$ cat config.mk
export PLATFORM = sky130hd
export DESIGN_NAME = seq_chunk_adder
export DESIGN_NICKNAME = d
export VERILOG_FILES = /design/src/rtl/seq_chunk_adder.sv
export SDC_FILE = /design/constraint.sdc
export NUM_CORES = 1
export LEC_CHECK = 0
export ABC_AREA = 1
export CAP_MARGIN = 20
export CORE_MARGIN = 5
export CORE_UTILIZATION = 34
export CTS_CLUSTER_SIZE = 24
export DETAILED_ROUTE_END_ITERATION = 16
export MAX_ROUTING_LAYER = met4
export PLACE_DENSITY_LB_ADDON = 0.12
export SLEW_MARGIN = 20
export SYNTH_ARGS = -nofsm -noshare
export SYNTH_HDL_FRONTEND = slang
export SYNTH_SLANG_ARGS = --single-unit
$ cat constraint.sdc
create_clock -name clk -period 3.9 [get_ports clk]
set_input_delay 0.78 -clock clk [delete_from_list [all_inputs] [get_ports clk]]
set_output_delay 0.78 -clock clk [all_outputs]
set_load 0.01 [all_outputs]
$ cat src/rtl/seq_chunk_adder.sv
// Bit-serial-by-chunk adder/subtractor: captures operands, sums CHUNK bits per
// clock with a registered carry, and presents S/Cout/V/Z under valid/ready.
`timescale 1ns/1ps
module seq_chunk_adder #(
  parameter int WIDTH = 32,
  parameter int CHUNK = 8
) (
  input  logic             clk,
  input  logic             rst_n,
  input  logic             in_valid,
  output logic             in_ready,
  input  logic [WIDTH-1:0] X,
  input  logic [WIDTH-1:0] Y,
  input  logic             Cin,
  input  logic             sub,
  output logic             out_valid,
  input  logic             out_ready,
  output logic [WIDTH-1:0] S,
  output logic             Cout,
  output logic             V,
  output logic             Z
);

  localparam int NCH = WIDTH / CHUNK;
  localparam int CW  = (NCH > 1) ? $clog2(NCH) : 1;

  localparam logic [1:0] IDLE = 2'd0;
  localparam logic [1:0] BUSY = 2'd1;
  localparam logic [1:0] DONE = 2'd2;

  logic [1:0]       state_reg, state_next;
  logic [CW-1:0]    cnt_reg;
  logic             carry_reg;
  logic [WIDTH-1:0] a_reg, b_reg, acc_reg, acc_next, s_reg;
  logic             cout_reg, v_reg, z_reg;
  logic             in_ready_reg, out_valid_reg;

  logic [CHUNK-1:0] a_ch [NCH];
  logic [CHUNK-1:0] b_ch [NCH];
  logic [CHUNK:0]   chunk_sum;
  logic             last_chunk, accept, release_res;

  // Chunk views of the captured operands, and the working sum with the
  // current chunk patched in (the complete result on the last chunk).
  generate
    for (genvar gi = 0; gi < NCH; gi++) begin : g_chunk
      assign a_ch[gi] = a_reg[gi*CHUNK +: CHUNK];
      assign b_ch[gi] = b_reg[gi*CHUNK +: CHUNK];
      assign acc_next[gi*CHUNK +: CHUNK] = (cnt_reg == CW'(gi)) ? chunk_sum[CHUNK-1:0]
                                                              : acc_reg[gi*CHUNK +: CHUNK];
    end
  endgenerate

  assign chunk_sum   = {1'b0, a_ch[cnt_reg]} + {1'b0, b_ch[cnt_reg]} + {{CHUNK{1'b0}}, carry_reg};
  assign last_chunk  = (cnt_reg == CW'(NCH - 1));
  assign accept      = in_valid && in_ready_reg;
  assign release_res = out_valid_reg && out_ready;

  always_comb begin
    state_next = state_reg;
    case (state_reg)
      IDLE:    if (accept) state_next = BUSY;
      BUSY:    if (last_chunk) state_next = DONE;
      DONE:    if (release_res) state_next = IDLE;
      default: state_next = IDLE;
    endcase
  end

  always_ff @(posedge clk or negedge rst_n) begin
    if (!rst_n) begin
      state_reg     <= IDLE;
      cnt_reg       <= '0;
      carry_reg     <= 1'b0;
      a_reg         <= '0;
      b_reg         <= '0;
      acc_reg       <= '0;
      s_reg         <= '0;
      cout_reg      <= 1'b0;
      v_reg         <= 1'b0;
      z_reg         <= 1'b0;
      in_ready_reg  <= 1'b0;
      out_valid_reg <= 1'b0;
    end else begin
      state_reg    <= state_next;
      // Registered so in_ready stays low during reset and rises one edge later.
      in_ready_reg <= (state_next == IDLE);
      case (state_reg)
        IDLE: begin
          if (accept) begin
            a_reg     <= X;
            b_reg     <= Y ^ {WIDTH{sub}};
            carry_reg <= Cin ^ sub;
            cnt_reg   <= '0;
          end
        end
        BUSY: begin
          acc_reg   <= acc_next;
          carry_reg <= chunk_sum[CHUNK];
          cnt_reg   <= cnt_reg + CW'(1);
          if (last_chunk) begin
            // Visible result only changes here, so S holds the last result otherwise.
            s_reg         <= acc_next;
            cout_reg      <= chunk_sum[CHUNK];
            v_reg         <= (a_reg[WIDTH-1] == b_reg[WIDTH-1]) &&
                             (acc_next[WIDTH-1] != a_reg[WIDTH-1]);
            z_reg         <= (acc_next == '0);
            out_valid_reg <= 1'b1;
            cnt_reg       <= '0;
          end
        end
        DONE: begin
          if (release_res) out_valid_reg <= 1'b0;
        end
        default: ;
      endcase
    end
  end

  assign in_ready  = in_ready_reg;
  assign out_valid = out_valid_reg;
  assign S         = s_reg;
  assign Cout      = cout_reg;
  assign V         = v_reg;
  assign Z         = z_reg;

endmodule
**Yosys cells after proc, flatten, opt, wreduce, memory -nomap -nowiden**

Cells that the tools add are included.

- Bits in registers: 138
- Output and inout bits: 37

- Add/subtract/negate cells: 3
- Order comparisons: 1
- Eq/ne operators: 10
- Mux-type cells: 22
- Bitwise gates (word level): 3
- Reduce and logical (&&, ||, !) cells: 13

Operator list:

| kind | number |
|---|---|
| $mux W8 | 8 |
| $bmux W8 S2 | 2 |
| $logic_not A32 Y1 | 1 |
| $xor A32 B32 Y32 | 1 |
| $mux W2 | 5 |
| $add A8 B8 Y9 | 1 |
| $add A9 B1 Y9 | 1 |
| $eq A2 B2 Y1 const B | 3 |
| $logic_not A2 Y1 | 3 |
| $ne A2 B2 Y1 const B | 3 |
| $pmux W2 S3 | 1 |
| $reduce_and A2 Y1 | 3 |
| $eq A2 B1 Y1 const B | 2 |
| $pmux W1 S2 | 2 |
| $pmux W2 S2 | 1 |
| $reduce_bool A2 Y1 | 2 |
| $ge A3 B3 Y1 const B | 1 |
| $logic_and A1 B1 Y1 | 3 |
| $mux W1 | 3 |
| $not A2 Y3 | 1 |
| $reduce_and A3 Y1 | 1 |
| $add A2 B1 Y2 const B | 1 |
| $eq A1 B1 Y1 | 1 |
| $ne A1 B1 Y1 | 1 |
| $xor A1 B1 Y1 | 1 |

**Longest topological paths before layout**

- Depth after elaboration: 9
- Depth in mapped cells: 21
- Gate-level depth less buffers: 19

**Worst setup path before layout**

Ideal clock, no wire load.

- Kind: register to register
- From: register cnt_reg[0]
- To: register z_reg (netlist: Z)
- Data arrival time: 2,903 ps
- Setup slack: 933 ps
- Stages on the path, launching flop included: 20
- Clock period less this slack: 2,967 ps
- Path through: dfrtp_1 > clkbuf_1 > inv_1 > clkbuf_1 > nand2_1 > a32o_1 > fa_1 > inv_1 > fa_1 > nand2_1 > nand2_1 > nor2_1 > nand3_1 > nor2_1 > nand3_1 > nor2_1 > nand2_1 > nor2_1 > nand2_1 > nand2_1

- Word-level cells in the longest chain between the ends: 8
- Elaborated cells between the ends (all ways): 19
- Those cells by class: 2 x add/sub; 3 x eq/ne; 10 x mux; 1 x bitwise; 3 x reduce/logical

RTL lines:

| item | RTL line | source |
|---|---|---|
| start, declared | 32 | `logic [CW-1:0] cnt_reg;` |
| start signal, assigned | 99 | `cnt_reg <= cnt_reg + CW'(1);` |
| $not A2 Y3 (not written as such) | 54 | `assign chunk_sum = {1'b0, a_ch[cnt_reg]} + {1'b0, b_ch[cnt_reg]} + {{CHUNK{1'b0}}, carry_reg};` |
| $bmux W8 S2 | 54 |  |
| $mux W8 (not written as such) (2 in series) | 54 |  |
| $add A8 B8 Y9 | 54 |  |
| $add A9 B1 Y9 | 54 |  |
| $mux W8 | 49 | `assign acc_next[gi*CHUNK +: CHUNK] = (cnt_reg == CW'(gi)) ? chunk_sum[CHUNK-1:0]` |
| $logic_not A32 Y1 | 106 | `z_reg <= (acc_next == '0);` |
| end signal, assigned | 106 |  |
| end, declared | 35 | `logic cout_reg, v_reg, z_reg;` |

Several ways; a longest one is shown, not always the timed one. The select of a mux whose other input is x is not followed.
A chain may end at the register's enable or synchronous reset.

**Final worst setup path**

- From: register cnt_reg[1]
- To: register z_reg (netlist: Z)

Same word-level chain as after synthesis.

==> impl_metrics.toml <==
[clock_network]
clockBufferDepth = 2
h-tree-depth = 4
cts.sinks = 137
numCtsBuffers = 17
cts_tree = "done"
cts.repair.resized = 0
clk_latency_ns = 0.42
cts_setup_buffers = 0
cts_root_buf = "clkbuf_16"
cts_hold_buf = 0
clkSlewWorstSetupHoldPaths_ns = 0.06

[synth]
ys_warn_count = 0
synth_area_per_cell_um2 = 8.02
yosysTopAreaCell = "dfrtp_1"
synthTopCellsByCount = "nand2_1 (325), dfrtp_1 (137), o21ai_0 (101)"
synth_top_area_frac = 0.511
async_flop_share = 1.00
synth_cell_types = 32
synth_area_leaders = "dfrtp_1 (51%), nand2_1 (18%), o21ai_0 (7.5%), xnor2_1 (4.3%), nor2_1 (3.0%)"
seq_area_frac_synth = 0.511
synth_edf_count = 0
netlist_instances = 837
syn-num-nets = 920
synth-seq-cells = 137
synth_area_um2 = 6710
synth_flop_cell = "dfrtp_1"
yosysMostFrequentCell = "nand2_1"

[pwr]
power.switching_uw = 3780
peakVddDrop_mv = 0.469
comb_power_share = 0.515
powerDensity_nw_per_um2 = 991
swShare = 0.441
p_int_uw = 4790
power_leakage_uw = 0.00413
pwr-share-clk = 0.199
pwr-share-seq = 0.285

[placement]
hpwl_mm = 12.6
placed_cell_area_um2 = 8010
io_buffers = 106
dp_slack_ns = 0.683
routabilityCongestion = 0.849

[final_layout]
layout-drive-gt1-share = 0.0762
fillCellCount = 1969
finalInstanceArea_um2 = 8640
finish.utilization = 0.444
syn2layout_area_growth_pct = 28.8
n_antenna_cell = 0
nets = 1015

[critical_path]
critPathSlowestCell = "fa_1"
rrSetupSlack_ns = 0.66
crit_type = "register to register"
critPathMaxFanout = 20
worstPathRequired_ns = 4.26
endpoint_kind = "register"
cp.arrival_ns = 3.60
crit_path_max_incr_delay_ns = 0.50
crit_chain = "clkinv_1, a32o_1, fa_1, inv_1, fa_1, nand2_1, nand2_1, nor2_1, nand3_1, nor2_1, nand3_1, nor2_1, nand2_1, nor2_1, nand2_1, nand2_1"
rr_startpoint = "cnt_reg[1]"
cpMostUsedCell = "nand2_1"
r2r-end = "Z"
ff2ff_path_depth = 16
startpoint_type = "register"

[sta]
whs_ns = 0.419
setup_viol = 0
final_hold_viol_count = 0
fin_crit_sh = 0.830
finClkSkew_ns = 0.00708
drv_slew = 0
tightest_slew_ns = 0.867
max-slew-margin-rel = 0.422
period_needed_ns = 3.24
fin_setup_tns_ns = 0
fin_ws_ns = 0.663
fmax_mhz = 309
grt_setup_unrepaired = "false"

[routing]
drt_first_pass_iters = 5
via_per_inst = 4.53
post_drt_wl_per_cell_um = 14.2
drt_iter0_markers = 382
vias = 5481
drt_wl_total_mm = 17.2
drc_errors = 0
drtAntennaViolNets = 0

[global_routing]
grt_max_degree = 99
grt_overflow_total = 0
grt_pass1_wl_mm = 28.5
grt_antenna_before_repair = 0
grt_usage = 0.166
first_global_vias = 5370

[floorplan]
num_rows = 51
dieArea_um2 = 22700
die_h_um = 151
die_x_um = 151
initial_core_util = 0.345
io_pins = 107
coreArea_um2 = 19500

[outcome]
outcome = "finished clean"

[hold_path]
min_path_type = "input pin to async pin"

[flow_run]
maxCapViolCount = 0
==> cells in the final DEF, fill, tap and decap left out, drive strengths merged <==
cell type / instances
a22o: 1
clkinv: 6
o22ai: 14
nand3b: 1
clkinvlp: 2
buf: 13
nand3: 27
a32o: 2
nor2: 55
clkbuf: 22
or2: 9
bufinv: 3
xnor2: 33
o21bai: 1
nand4: 3
fa: 2
nand2: 338
clkdlybuf4s50: 104
ha: 11
o211ai: 1
a21oi: 7
a31oi: 5
inv: 44
dfrtp: 137
o21ai: 104
==> metal layers <==
metal	GRT usage	up-vias	routed length, µm
met5	-	-	0
li1	-	2855	-
met1	0.229	2488	8430
met2	0.246	120	7860
met4	0.0586	0	288
met3	0.0298	18	641
==> cell type report <==
type / count / area, µm² / share of cell area
Sequential cell: 137 / 3430 / 0.397
Multi-Input combinational cell: 614 / 2930 / 0.339
Timing Repair Buffer: 117 / 1150 / 0.133
Clock buffer: 22 / 494 / 0.0572
Tap cell: 265 / 332 / 0.0384
Inverter: 45 / 169 / 0.0195
Clock inverter: 10 / 138 / 0.0159
==> stage by stage <==
step	cells	power (µW)
floorplan	837	5460
global placement	1178	6870
detailed placement	1178	6910
CTS	1210	8650
global route	1210	9400
finish	1210	8570
==> how the worst max path moves through the flow <==
stage                          start  end  slack [ns]
after global placement    cnt_reg[1]    Z        0.75
after CTS                 cnt_reg[1]    Z        0.66
after global routing      cnt_reg[1]    Z        0.36
final                     cnt_reg[1]    Z        0.66
after detailed placement  cnt_reg[1]    Z        0.68
after floorplan           cnt_reg[0]    Z        0.93
==> worst max-delay path: cells and delay by family, from the launching register on <==
kind,cells,cell delay [ns]
buf+inv,2,0.53
flops,1,0.34
compound gates,1,0.44
fa+ha+maj,2,0.91
simple gates,11,0.94
==> power groups by stage <==
stage,sequential (µW),combinational (µW),clock [µW]
2_1_floorplan,2430,3030,0
3_3_place_gp,2480,4390,0
3_5_place_dp,2470,4440,0
4_1_cts,2450,4460,1740
5_1_grt,2530,5050,1810
6_report,2450,4420,1710
==> logic make-up (layout without fill, tap and decap cells) <==
family | after synthesis | in the layout | share of synthesized area
buf+inv | 86 | 194 | 0.0526
simple gates | 433 | 433 | 0.260
fa+ha+maj | 13 | 13 | 0.0265
xor+xnor | 33 | 33 | 0.0431
flops | 137 | 137 | 0.511
compound gates | 135 | 135 | 0.108
No activity file was read; power rests on OpenSTA's default activity.
